===== config.mk =====
export PLATFORM = sky130hd
export DESIGN_NAME = pktout_rr_arb
export DESIGN_NICKNAME = d
export VERILOG_FILES = /design/src/rtl/pktout_rr_arb.sv
export SDC_FILE = /design/constraint.sdc
export NUM_CORES = 1
export LEC_CHECK = 0
export ABC_AREA = 0
export BUFFER_PORTS_ARGS = -buffer_cell sky130_fd_sc_hd__buf_2
export CAP_MARGIN = 25
export CORE_AREA = 2 2 290 292
export DETAILED_ROUTE_END_ITERATION = 8
export DIE_AREA = 0 0 292 294
export PLACE_DENSITY = 0.45
export REMOVE_ABC_BUFFERS = 1
export SYNTH_ARGS = -nofsm -noshare
export SYNTH_HDL_FRONTEND = slang
export SYNTH_SLANG_ARGS = --single-unit

===== constraint.sdc =====
create_clock -name clk -period 4 [get_ports clk]
set_clock_uncertainty 0.05 [all_clocks]
set_input_delay 0.8 -clock clk [delete_from_list [all_inputs] [get_ports clk]]
set_output_delay 0.8 -clock clk [all_outputs]
set_load 0.02 [all_outputs]

===== src/rtl/pktout_rr_arb.sv =====
// Packet-level round-robin arbiter: four packet sources share one pktout port through a
// one-cycle register stage, with per-port packet, protocol-error and timeout counters.
//
// state    | meaning
// ARB_IDLE | no grant; picks the next eligible source when downstream is ready
// ARB_XFER | one source granted; its beats are forwarded until end-of-packet or timeout
module pktout_rr_arb #(
  parameter logic [15:0] TIMEOUT = 16'd1024
) (
  input  logic           clk,
  input  logic           rst_n,
  input  logic [3:0]     req,
  input  logic [3:0]     port_en,
  output logic [3:0]     gnt,
  input  logic [3:0]     in_data_wr,
  input  logic [535:0]   in_data,
  input  logic [3:0]     in_valid_wr,
  input  logic [3:0]     in_valid,
  output logic           pktout_data_wr,
  output logic [133:0]   pktout_data,
  output logic           pktout_data_valid_wr,
  output logic           pktout_data_valid,
  input  logic           pktout_ready,
  input  logic [2:0]     cnt_sel,
  input  logic           cnt_clr,
  output logic [31:0]    cnt_rdata
);

  typedef enum logic {
    ARB_IDLE = 1'b0,
    ARB_XFER = 1'b1
  } arb_state_t;

  arb_state_t   state, state_nxt;
  logic [3:0]   gnt_nxt;
  logic [1:0]   last, last_nxt;
  logic [15:0]  idle_left, idle_left_nxt;
  logic         to_hit;

  logic [3:0]   elig;
  logic [1:0]   winner;
  logic         win_vld;
  logic [1:0]   gnt_idx;

  logic         g_data_wr;
  logic         g_valid_wr;
  logic         g_valid;
  logic [133:0] g_data;

  logic         err_hit;
  logic [3:0]   pkt_inc;

  logic [31:0]  pkt_cnt [4];
  logic [31:0]  err_cnt;
  logic [31:0]  to_cnt;

  assign elig = req & port_en;

  // Iterating from the farthest offset down lets the nearest eligible port after last win.
  always_comb begin
    winner  = last;
    win_vld = 1'b0;
    for (int k = 4; k >= 1; k--) begin
      if (elig[last + 2'(k)]) begin
        winner  = last + 2'(k);
        win_vld = 1'b1;
      end
    end
  end

  always_comb begin
    case (gnt)
      4'b0010: gnt_idx = 2'd1;
      4'b0100: gnt_idx = 2'd2;
      4'b1000: gnt_idx = 2'd3;
      default: gnt_idx = 2'd0;
    endcase
  end

  // gnt is zero outside ARB_XFER, so masking by gnt alone selects the forwarded source.
  always_comb begin
    g_data = '0;
    for (int i = 0; i < 4; i++) begin
      if (gnt[i]) g_data = in_data[134*i +: 134];
    end
  end

  assign g_data_wr  = |(in_data_wr  & gnt);
  assign g_valid_wr = |(in_valid_wr & gnt);
  assign g_valid    = |(in_valid    & gnt);

  assign err_hit = |((in_data_wr | in_valid_wr) & ~gnt);
  assign pkt_inc = gnt & in_valid_wr & in_valid;

  always_comb begin
    state_nxt     = state;
    gnt_nxt       = gnt;
    last_nxt      = last;
    idle_left_nxt = idle_left;
    to_hit        = 1'b0;
    case (state)
      ARB_IDLE: begin
        gnt_nxt = 4'b0000;
        if (pktout_ready && win_vld) begin
          state_nxt     = ARB_XFER;
          gnt_nxt       = 4'b0001 << winner;
          idle_left_nxt = TIMEOUT - 16'd1;
        end
      end
      ARB_XFER: begin
        if (g_valid_wr) begin
          state_nxt = ARB_IDLE;
          gnt_nxt   = 4'b0000;
          last_nxt  = gnt_idx;
        end else if (g_data_wr) begin
          idle_left_nxt = TIMEOUT - 16'd1;
        end else if (idle_left == 16'd0) begin
          state_nxt = ARB_IDLE;
          gnt_nxt   = 4'b0000;
          last_nxt  = gnt_idx;
          to_hit    = 1'b1;
        end else begin
          idle_left_nxt = idle_left - 16'd1;
        end
      end
      default: begin
        state_nxt = ARB_IDLE;
        gnt_nxt   = 4'b0000;
      end
    endcase
  end

  always_ff @(posedge clk or negedge rst_n) begin
    if (!rst_n) begin
      state     <= ARB_IDLE;
      gnt       <= 4'b0000;
      last      <= 2'd3;
      idle_left <= 16'd0;
    end else begin
      state     <= state_nxt;
      gnt       <= gnt_nxt;
      last      <= last_nxt;
      idle_left <= idle_left_nxt;
    end
  end

  always_ff @(posedge clk or negedge rst_n) begin
    if (!rst_n) begin
      pktout_data_wr       <= 1'b0;
      pktout_data          <= '0;
      pktout_data_valid_wr <= 1'b0;
      pktout_data_valid    <= 1'b0;
    end else begin
      pktout_data_wr       <= g_data_wr;
      pktout_data          <= g_data;
      pktout_data_valid_wr <= g_valid_wr;
      pktout_data_valid    <= g_valid;
    end
  end

  always_ff @(posedge clk or negedge rst_n) begin
    if (!rst_n) begin
      for (int i = 0; i < 4; i++) pkt_cnt[i] <= '0;
      err_cnt <= '0;
      to_cnt  <= '0;
    end else if (cnt_clr) begin
      for (int i = 0; i < 4; i++) pkt_cnt[i] <= '0;
      err_cnt <= '0;
      to_cnt  <= '0;
    end else begin
      for (int i = 0; i < 4; i++) begin
        if (pkt_inc[i]) pkt_cnt[i] <= pkt_cnt[i] + 32'd1;
      end
      if (err_hit) err_cnt <= err_cnt + 32'd1;
      if (to_hit)  to_cnt  <= to_cnt + 32'd1;
    end
  end

  always_ff @(posedge clk or negedge rst_n) begin
    if (!rst_n) begin
      cnt_rdata <= '0;
    end else begin
      case (cnt_sel)
        3'd0:    cnt_rdata <= pkt_cnt[0];
        3'd1:    cnt_rdata <= pkt_cnt[1];
        3'd2:    cnt_rdata <= pkt_cnt[2];
        3'd3:    cnt_rdata <= pkt_cnt[3];
        3'd4:    cnt_rdata <= err_cnt;
        3'd5:    cnt_rdata <= to_cnt;
        3'd6:    cnt_rdata <= {(state == ARB_XFER), 25'b0, gnt, last};
        default: cnt_rdata <= '0;
      endcase
    end
  end

endmodule


==> impl_metrics.yaml <==
layout:
  drive_above_1_share: 0.2913
  fin_nets: 3553
  final_area_um2: 26810
  fin_util: 0.3235
  synthToLayoutAreaGrowth_pct: 32.44
  multiInputGateArea_um2: 9903
  final_cell_count_no_fill: 4106
  layout_commonest_cell: "buf_2"
  num-fill-cells: 8870
  final_cell_mix: "buf_2 (733), dfrtp_1 (379), nor2_1 (310), a22oi_1 (222), nand2_1 (203)"
  regArea_um2: 9623
critical_path:
  critPathArrivalTime_ns: 3.33
  worstReg2RegEnd: "pktout_data[83]"
  worstSetupPathType: "reg2reg"
  r2r_cells: 6
  crit_path_end_kind: "flop"
  worst_ep_required_time_ns: 4.36
  startpoint_type: "flop"
  path_max_fanout: 41
  regToRegSetupSlack_ns: 1.02
  timing.rr.start: "gnt[0]"
clock_network:
  clk_pin_slew_ns: 0.06
  h-tree-depth: 2
  insertion_delay_ns: 0.60
  post_cts_resized: 0
  clock-sinks: 384
  numCtsBuffers: 50
  cts_buffer_depth: 3
  cts_setup_buffers: 0
  cts_hold_buf: 0
  cts_tree: "built"
  root_buffer: "clkbuf_16"
floorplan:
  core_um2: 82890
  die-width_um: 292
  design.die.area_um2: 85850
  row_count: 106
  dieHeight_um: 294
  start_util: 0.2442
  pin_count: 736
timing:
  period_share: 0.7441
  tns_ns: 0
  fmax_ghz: 0.3360
  setup_viol: 0
  hold_violations: 0
  min_period_ns: 2.976
  tightest_slew_ns: 1.223
  rsz0062_at_grt: "no"
  slew_viol_final: 0
  relSlewSlack: 0.1762
  fin_hold_ws_ns: 0.1724
  setup_slack_ns: 1.024
yosys:
  synth_warnings: 0
  ys_top_cells_by_area: "dfrtp_1 (47%), a22oi_1 (8.2%), nor2_1 (5.7%)"
  synth_top_area_share: 0.4722
  yosysUniqueCellTypes: 54
  syn_area_per_cell_um2: 8.734
  syn_inst: 2318
  synth_edf_count: 0
  yosys.area.top_type: "dfrtp_1"
  yosysSeqAreaShare: 0.4748
  synth-async-reset-ratio: 1.000
  synthFlopType: "dfrtp_1"
  ys_seq_elements: 384
  syn_area_um2: 20240
job:
  drv_cap: 0
global_routing:
  grt_max_degree: 159
  grt_first_pass_wirelength_um: 148600
  grt_usage: 0.2417
  grt_pass1_vias: 19630
  grt.overflow.total: 0
  antenna_found_initial: 37
detailed_routing:
  drc: 0
  viasPerCell: 5.126
  drt-initial-drc-count: 2380
  via_count: 21050
  drt-wirelength-per-cell_um: 26.18
  postRouteAntennaNets: 0
  finalWirelength_um: 107500
  firstDrtPassIters: 6
pwr:
  finalPower_mw: 14.01
  power.density_nw_per_um2: 522.5
  power_leakage_nw: 12.16
  vdd_drop_max_mv: 0.2549
worst_hold_path:
  hp-class: "in2async"
place:
  hpwl_um: 85100
  place_ws_ns: 0.9025
  dp.cells: 4011
  port_buffers: 735
  place_congestion: 0.9031
  place_area_um2: 25160
run_status:
  status: "finished clean"
synth_stat cells, types with 3 or more instances:
cell and count:
dfrtp_1 382, nor2_1 310, a22oi_1 222, nand2_1 203, a21oi_1 201, o21ai_0 182, clkbuf_1 137, nand3_1 100
xnor2_1 90, nand4_1 63, nor4_1 51, or3_1 48, xor2_1 46, nor3_1 40, inv_1 34, and3_1 33
buf_1 24, and4_1 20, o31ai_1 15, and2_1 12, mux2i_1 11, or4_1 11, ha_1 7, mux2_2 6
a31oi_1 5, nor2b_1 5, o21bai_1 5, a211oi_1 4, a32o_1 4, buf_2 4, o21a_1 4, a21o_1 3
a221o_1 3, o221ai_1 3, or2_2 3
critical path, stage by stage, from the launching register on:
cell and delay [ns]:
dfrtp_1 0.73, nor2b_4 0.61, buf_12 0.29, a22oi_1 0.10
nor2_1 0.12, a21oi_1 0.05, o21ai_0 0.77
worst max-delay path by stage:
| stage | start | end | cells after the start |
|---|---|---|---|
| 2_1_floorplan | gnt[1] | pktout_data[0] | 5 |
| 3_3_place_gp | in_data_wr[0] | idle_left[13] | 6 |
| 3_5_place_dp | in_data_wr[0] | idle_left[13] | 6 |
| 4_1_cts | gnt[1] | gnt[1] | 2 |
| 5_1_grt | gnt[0] | idle_left[13] | 5 |
| 6_report | gnt[0] | pktout_data[83] | 6 |
flip-flops by register name (all words and copies together), names as in the netlist, 2 cells and up:
name,count
err_cnt,32
to_cnt,32
cnt_rdata,32
gnt,4
last,2
idle_left,16
pkt_cnt,128
pktout_data,134
report_power, final:
| group | leakage (nW) | internal, mW | switching (mW) |
|---|---|---|---|
| clock | 0.797 | 2.74 | 1.87 |
| combinational | 6.13 | 1.32 | 3.23 |
| sequential | 5.23 | 4.33 | 0.519 |
| total | 12.2 | 8.38 | 5.62 |
logic make-up (layout without fill, tap and decap cells):
family | after synthesis | after routing | share of synthesized area
and+or+nand+nor | 910 | 910 | 0.2145
AOI/OAI and AO/OA | 664 | 664 | 0.2005
DFF | 384 | 384 | 0.4748
buffers and inverters | 199 | 899 | 0.03714
xor gates and xnor gates | 136 | 136 | 0.05884
muxes | 18 | 18 | 0.009889
adders and majority gates | 7 | 7 | 0.004326
other | 0 | 8 | 0
per-layer routing:
| metal | vias up | wire length (µm) | track usage |
|---|---|---|---|
| met5 | - | 66 | 0 |
| met3 | 142 | 8250 | 0.05113 |
| met2 | 849 | 45510 | 0.3501 |
| met1 | 10340 | 51230 | 0.3633 |
| li1 | 9704 | - | - |
| met4 | 10 | 2452 | 0.05469 |
cell type report:
type | instances | share of cell area
Inverter | 34 | 0.004760
Clock buffer | 68 | 0.05180
Sequential cell | 384 | 0.3589
Clock inverter | 19 | 0.009053
Tap cell | 1080 | 0.05040
Timing Repair Buffer | 778 | 0.1550
Multi-Input combinational cell | 1735 | 0.3694
Antenna cell | 8 | 0.0007467
(Power assumes the default switching activity.)
